--- src/rtl/ex_mem_reg.sv ---
// ex_mem_reg: EX/MEM pipeline register of the five-stage MIPS32 core.
// Registers the EX result bundle for the MEM stage, honours the global
// stall/flush controls and loops the two-cycle MADD/MSUB partial product
// (hilo temp plus cycle count) back to EX while EX is stalled.
module ex_mem_reg #(
    parameter int STALL_W = 6,
    parameter int EX_BIT  = 3,
    parameter int MEM_BIT = 4
) (
    input  logic               clk,
    input  logic               rst,
    input  logic [STALL_W-1:0] stall,
    input  logic               flush,
    input  logic [4:0]         ex_wd,
    input  logic               ex_wreg,
    input  logic [31:0]        ex_wdata,
    input  logic [7:0]         ex_aluop,
    input  logic [31:0]        ex_mem_addr,
    input  logic [31:0]        ex_reg2,
    input  logic               ex_whilo,
    input  logic [31:0]        ex_hi,
    input  logic [31:0]        ex_lo,
    input  logic [63:0]        hilo_i,
    input  logic [1:0]         cnt_i,
    output logic [4:0]         mem_wd,
    output logic               mem_wreg,
    output logic [31:0]        mem_wdata,
    output logic [7:0]         mem_aluop,
    output logic [31:0]        mem_mem_addr,
    output logic [31:0]        mem_reg2,
    output logic               mem_whilo,
    output logic [31:0]        mem_hi,
    output logic [31:0]        mem_lo,
    output logic [63:0]        hilo_o,
    output logic [1:0]         cnt_o
);

    // Pipeline state presented to MEM
    logic [4:0]  r_wd;
    logic        r_wreg;
    logic [31:0] r_wdata;
    logic [7:0]  r_aluop;
    logic [31:0] r_mem_addr;
    logic [31:0] r_reg2;
    logic        r_whilo;
    logic [31:0] r_hi;
    logic [31:0] r_lo;

    // Multiply-accumulate temp returned to EX
    logic [63:0] r_hilo;
    logic [1:0]  r_cnt;

    // Stall decode; only the EX and MEM bits matter here
    logic w_ex_stall;
    logic w_mem_stall;
    logic w_hold;
    logic w_bubble;
    logic w_unused_stall;

    assign w_ex_stall     = stall[EX_BIT];
    assign w_mem_stall    = stall[MEM_BIT];
    assign w_hold         = w_ex_stall & w_mem_stall;
    // An EX stall without a MEM stall inserts a NOP into MEM.
    assign w_bubble       = w_ex_stall & ~w_mem_stall;
    // Remaining stall bits belong to other stages and are deliberately ignored.
    assign w_unused_stall = ^stall;

    // Pipeline register update: reset > flush > hold > bubble > advance
    always_ff @(posedge clk) begin
        if (!rst || flush) begin
            r_wd       <= 5'd0;
            r_wreg     <= 1'b0;
            r_wdata    <= 32'd0;
            r_aluop    <= 8'd0;
            r_mem_addr <= 32'd0;
            r_reg2     <= 32'd0;
            r_whilo    <= 1'b0;
            r_hi       <= 32'd0;
            r_lo       <= 32'd0;
            r_hilo     <= 64'd0;
            r_cnt      <= 2'd0;
        end else if (w_hold) begin
            // Everything, including the MADD temp, keeps its value.
            r_wd       <= r_wd;
            r_wreg     <= r_wreg;
            r_wdata    <= r_wdata;
            r_aluop    <= r_aluop;
            r_mem_addr <= r_mem_addr;
            r_reg2     <= r_reg2;
            r_whilo    <= r_whilo;
            r_hi       <= r_hi;
            r_lo       <= r_lo;
            r_hilo     <= r_hilo;
            r_cnt      <= r_cnt;
        end else if (w_bubble) begin
            // NOP into MEM; EX still owns the instruction, so keep its
            // first-cycle partial product for the second MADD/MSUB cycle.
            r_wd       <= 5'd0;
            r_wreg     <= 1'b0;
            r_wdata    <= 32'd0;
            r_aluop    <= 8'd0;
            r_mem_addr <= 32'd0;
            r_reg2     <= 32'd0;
            r_whilo    <= 1'b0;
            r_hi       <= 32'd0;
            r_lo       <= 32'd0;
            r_hilo     <= hilo_i;
            r_cnt      <= cnt_i;
        end else begin
            // Advance (also taken for the unreachable EX-run/MEM-stall case);
            // the instruction has left EX so its temp is cleared.
            r_wd       <= ex_wd;
            r_wreg     <= ex_wreg;
            r_wdata    <= ex_wdata;
            r_aluop    <= ex_aluop;
            r_mem_addr <= ex_mem_addr;
            r_reg2     <= ex_reg2;
            r_whilo    <= ex_whilo;
            r_hi       <= ex_hi;
            r_lo       <= ex_lo;
            r_hilo     <= 64'd0;
            r_cnt      <= 2'd0;
        end
    end

    assign mem_wd       = r_wd;
    assign mem_wreg     = r_wreg;
    assign mem_wdata    = r_wdata;
    assign mem_aluop    = r_aluop;
    assign mem_mem_addr = r_mem_addr;
    assign mem_reg2     = r_reg2;
    assign mem_whilo    = r_whilo;
    assign mem_hi       = r_hi;
    assign mem_lo       = r_lo;
    assign hilo_o       = r_hilo;
    assign cnt_o        = r_cnt;

endmodule

--- config.mk ---
export PLATFORM = sky130hd
export DESIGN_NAME = ex_mem_reg
export DESIGN_NICKNAME = d
export VERILOG_FILES = /design/src/rtl/ex_mem_reg.sv
export SDC_FILE = /design/constraint.sdc
export NUM_CORES = 1
export LEC_CHECK = 0
export CAP_MARGIN = 5
export CORE_AREA = 5 5 188 190
export DETAILED_ROUTE_END_ITERATION = 8
export DIE_AREA = 0 0 193 195
export GPL_ROUTABILITY_DRIVEN = 0
export PLACE_DENSITY = 0.66
export RECOVER_POWER = 100
export SLEW_MARGIN = 10
export SYNTH_ARGS = -nofsm -noshare
export SYNTH_HDL_FRONTEND = slang
export SYNTH_SLANG_ARGS = --single-unit
--- constraint.sdc ---
create_clock -name clk -period 2.8 [get_ports clk]
set_clock_uncertainty 0.1 [all_clocks]
set_input_delay 0.56 -clock clk [delete_from_list [all_inputs] [get_ports clk]]
set_output_delay 0.56 -clock clk [all_outputs]
set_load 0.1 [all_outputs]
* Yosys cells after proc, flatten, opt, wreduce, memory -nomap -nowiden
Cells that the tools add are included.
W data, S select, Z words.
** Cells by class
- Reduce and logical (&&, ||, !) cells :: 2
- Mux-type cells :: 11
- Bitwise operators :: 3
** Operators with widths (count)
- $mux W32 :: 5
- $mux W64 :: 1
- $mux W8 :: 1
- $mux W5 :: 1
- $and A1 B1 Y1 :: 2
- $mux W1 :: 2
- $mux W2 :: 1
- $logic_not A1 Y1 :: 1
- $logic_or A1 B1 Y1 :: 1
- $not A1 Y1 :: 1
** Storage, ports and cells
- Register bits :: 241
- Word-level logic and storage cells :: 27
- Output and inout port bits :: 241

* Depth between registers and ports, before layout
- Depth in word-level cells :: 3
- Gate-level depth with buffers :: 6

* Least setup slack after synthesis
OpenSTA, ideal clock, no wires.
- Path kind :: flip-flop to output port
- From :: reg r_aluop[6], in the netlist mem_aluop[6]
- To :: out mem_aluop[6]
- Buffers on the path :: 0
- Cell stages (with the launch flop) :: 1
- Arrival :: 0.937 ns
- Required time :: 2.140 ns
- Path slack :: 1.203 ns
- Path through :: dfxtp_1
** RTL lines
- start, declared :: line 42 : logic [7:0] r_aluop;
- start signal, assigned :: line 87 : r_aluop <= r_aluop;
- start signal, assigned :: line 115 : r_aluop <= ex_aluop;
- end, declared :: line 28 : output logic [7:0] mem_aluop,
No word-level cell between the ends.

* Final worst setup path
- From :: in flush
- To :: reg r_hilo[51], in the netlist hilo_o[51]
** Between the ends
- Word-level cells in the longest chain between the ends :: 1
** RTL lines
- start, declared :: line 13 : input logic flush,
- $logic_or A1 B1 Y1 :: line 70 : if (!rst || flush) begin
- end signal, assigned :: line 93 : r_hilo <= r_hilo;
- end signal, assigned :: line 107 : r_hilo <= hilo_i;
- end, declared :: line 50 : logic [63:0] r_hilo;
Every way passes these cells.
A chain may end at the register's enable or synchronous reset.

==> flow_metrics.tcl <==
set metrics [dict create \
    layout_common_cells "clkdlybuf4s50_1 (242), dfxtp_1 (241), buf_4 (217)" \
    cts_buffers 27 \
    rows 67 \
    synthesis.area_sq_mm 0.00936 \
    ys_ff_latch 241 \
    pwr_density_cell_mw_per_mm2 610 \
    grt_max_degree 75 \
    pin_count 491 \
    slew-limit-headroom_pct 10.8 \
    vias 8590 \
    slew_viol_final 0 \
    start_kind "primary input" \
    max_freq_mhz 470 \
    cp_slowest_cell "clkbuf_2" \
    path_class "primary input to register" \
    die-width_microns 193 \
    cts.sinks 241 \
    placeableCoreArea_sq_mm 0.0333 \
    dp_slack_ps 718 \
    rsz0062_at_grt "false" \
    fin_crit_ps 2130 \
    dieArea_sq_mm 0.0376 \
    cp_cell_sequence "dlygate4sd3_1, nand3b_1, clkbuf_2, nor2_1" \
    grt_pass1_vias 8381 \
    antenna_found_initial 3 \
    clock_path_buffers 3 \
    final-setup-viol-count 0 \
    yosys.cell_types.count 16 \
    clk_pin_slew_ps 60 \
    critPathMaxStageDelay_ps 980 \
    antenna_left 0 \
    critPathMaxFanout 66 \
    syn_inst 992 \
    drt-wirelength-per-cell_microns 16.8 \
    drt_iter0_drc 290 \
    final_common_cell "clkdlybuf4s50_1" \
    grt.overflow.total 0 \
    chipHeight_microns 195 \
    fillers 3254 \
    critPathRequiredTime_ps 3060 \
    place_inst 1856 \
    final_nets 1687 \
    viasPerCell 4.51 \
    clk_latency_ps 540 \
    drc 0 \
    hold_viol 0 \
    drive_gt1_share_pct 23.2 \
    htree_levels 1 \
    power.leakage_nw 5.91 \
    hp-class "register to register" \
    areaGrowthSynthToFinish_pct 56.5 \
    period_share_pct 75.9 \
    syn_avg_cell_area_sq_um 9.43 \
    synth_seq_area_share_pct 51.6 \
    ys_warn_count 0 \
    grt_use_total_pct 15.4 \
    grt_pass1_wl_microns 47100 \
    ir_drop_v 0.000410 \
    drv_cap 0 \
    setup_tns_ps 0 \
    first_pass_iters 6 \
    cts_resized 0 \
    clockRootBuffer "clkbuf_16" \
    final_cell_count_no_fill 1906 \
    drt-total-wl_microns 32000 \
    worst_pin_slew_ps 1340 \
    endpoint_kind "register" \
    status "complete, no violations" \
    fin_ws_ps 674 \
    ctsHoldBuffers 0 \
    cts_tree "built" \
    start_util_pct 28.1 \
    postCtsSetupBuffers 0 \
    dpl.hpwl_microns 23200 \
    synth_fp_nets 1242 \
    port_buffers 486 \
    cp.arrival_ps 2380 \
]
cell type report:
cell class	count	area, sq um	area share (%)
antenna	2	5.00	0.0342
tap	448	561	3.83
timing repair buffer	508	4410	30.1
sequential	241	4820	33.0
clock buffer	34	742	5.07
multi-input combinational	659	3900	26.6
clock inverter	14	203	1.38
Yosys cell counts:
library cell	count	area (sq um)
mux2i_1	66	661
nor2_1	66	248
buf_12	9	180
buf_4	4	30.0
nand3b_1	1	7.51
dfxtp_1	241	4820
a21oi_1	155	776
a21oi_2	20	175
nand3_1	155	776
buf_1	2	7.51
buf_2	41	205
buf_8	2	30.0
clkbuf_1	33	124
nand3_2	20	200
buf_6	1	11.3
nand2b_1	176	1100
worst max-delay path, delay by kind of cell:
family                 cells  cell delay [ps]
AND/OR/NAND/NOR            2              240
buffers and inverters      2             1510
kinds of logic after synthesis:
| kind of cell | synth area share (%) |
|---|---|
| AND/OR/NAND/NOR | 24.9 |
| flip-flops | 51.6 |
| AO/OA/AOI/OAI | 10.2 |
| buffers and inverters | 6.29 |
| multiplexers | 7.06 |
metal layers:
| metal | vias to the layer above | global-route usage [%] | part of all wire, % |
|---|---|---|---|
| li1 | 4240 | - | - |
| met1 | 3957 | 17.1 | 38 |
| met2 | 340 | 26.5 | 47 |
| met3 | 51 | 6.70 | 11 |
| met4 | 2 | 5.01 | 3.0 |
| met5 | - | 0 | 0.041 |
flip-flops by register name, indices dropped and copies added, names as in the netlist:
| name | count |
|---|---|
| mem_wreg | 1 |
| mem_mem_addr | 32 |
| mem_whilo | 1 |
| mem_aluop | 8 |
| cnt_o | 2 |
| mem_lo | 32 |
| mem_wdata | 32 |
| mem_wd | 5 |
| mem_hi | 32 |
| mem_reg2 | 32 |
| hilo_o | 64 |
where the power goes:
| group | internal (mW) | switching [mW] | total, mW | leakage (nW) |
|---|---|---|---|---|
| sequential | 3.52 | 0.0472 | 3.57 | 1.96 |
| combinational | 0.566 | 1.03 | 1.60 | 3.48 |
| clock | 2.33 | 1.43 | 3.76 | 0.472 |
per-stage QoR:
step / utilization [%] / instance area (sq um) / total power [mW] / hold WS (ps)
finish: 44.0 / 14600 / 8.93 / 364
global route: 44.0 / 14600 / 9.28 / 383
CTS: 44.6 / 14900 / 9.10 / 364
detailed placement: 41.8 / 13900 / 5.28 / 355
global placement: 41.8 / 13900 / 5.26 / 353
floorplan: - / 9360 / 4.69 / 604
final timing paths:
check                          end  slack, ps              from  depth (start not counted)
hold / removal           mem_lo[5]        360         mem_lo[5]                          2
setup / recovery        hilo_o[51]        670             flush                          4
setup reg to reg  mem_mem_addr[22]       2000  mem_mem_addr[22]                          2
hold reg to reg          mem_lo[5]        360         mem_lo[5]                          2
No activity file was read; power rests on OpenSTA's default activity.
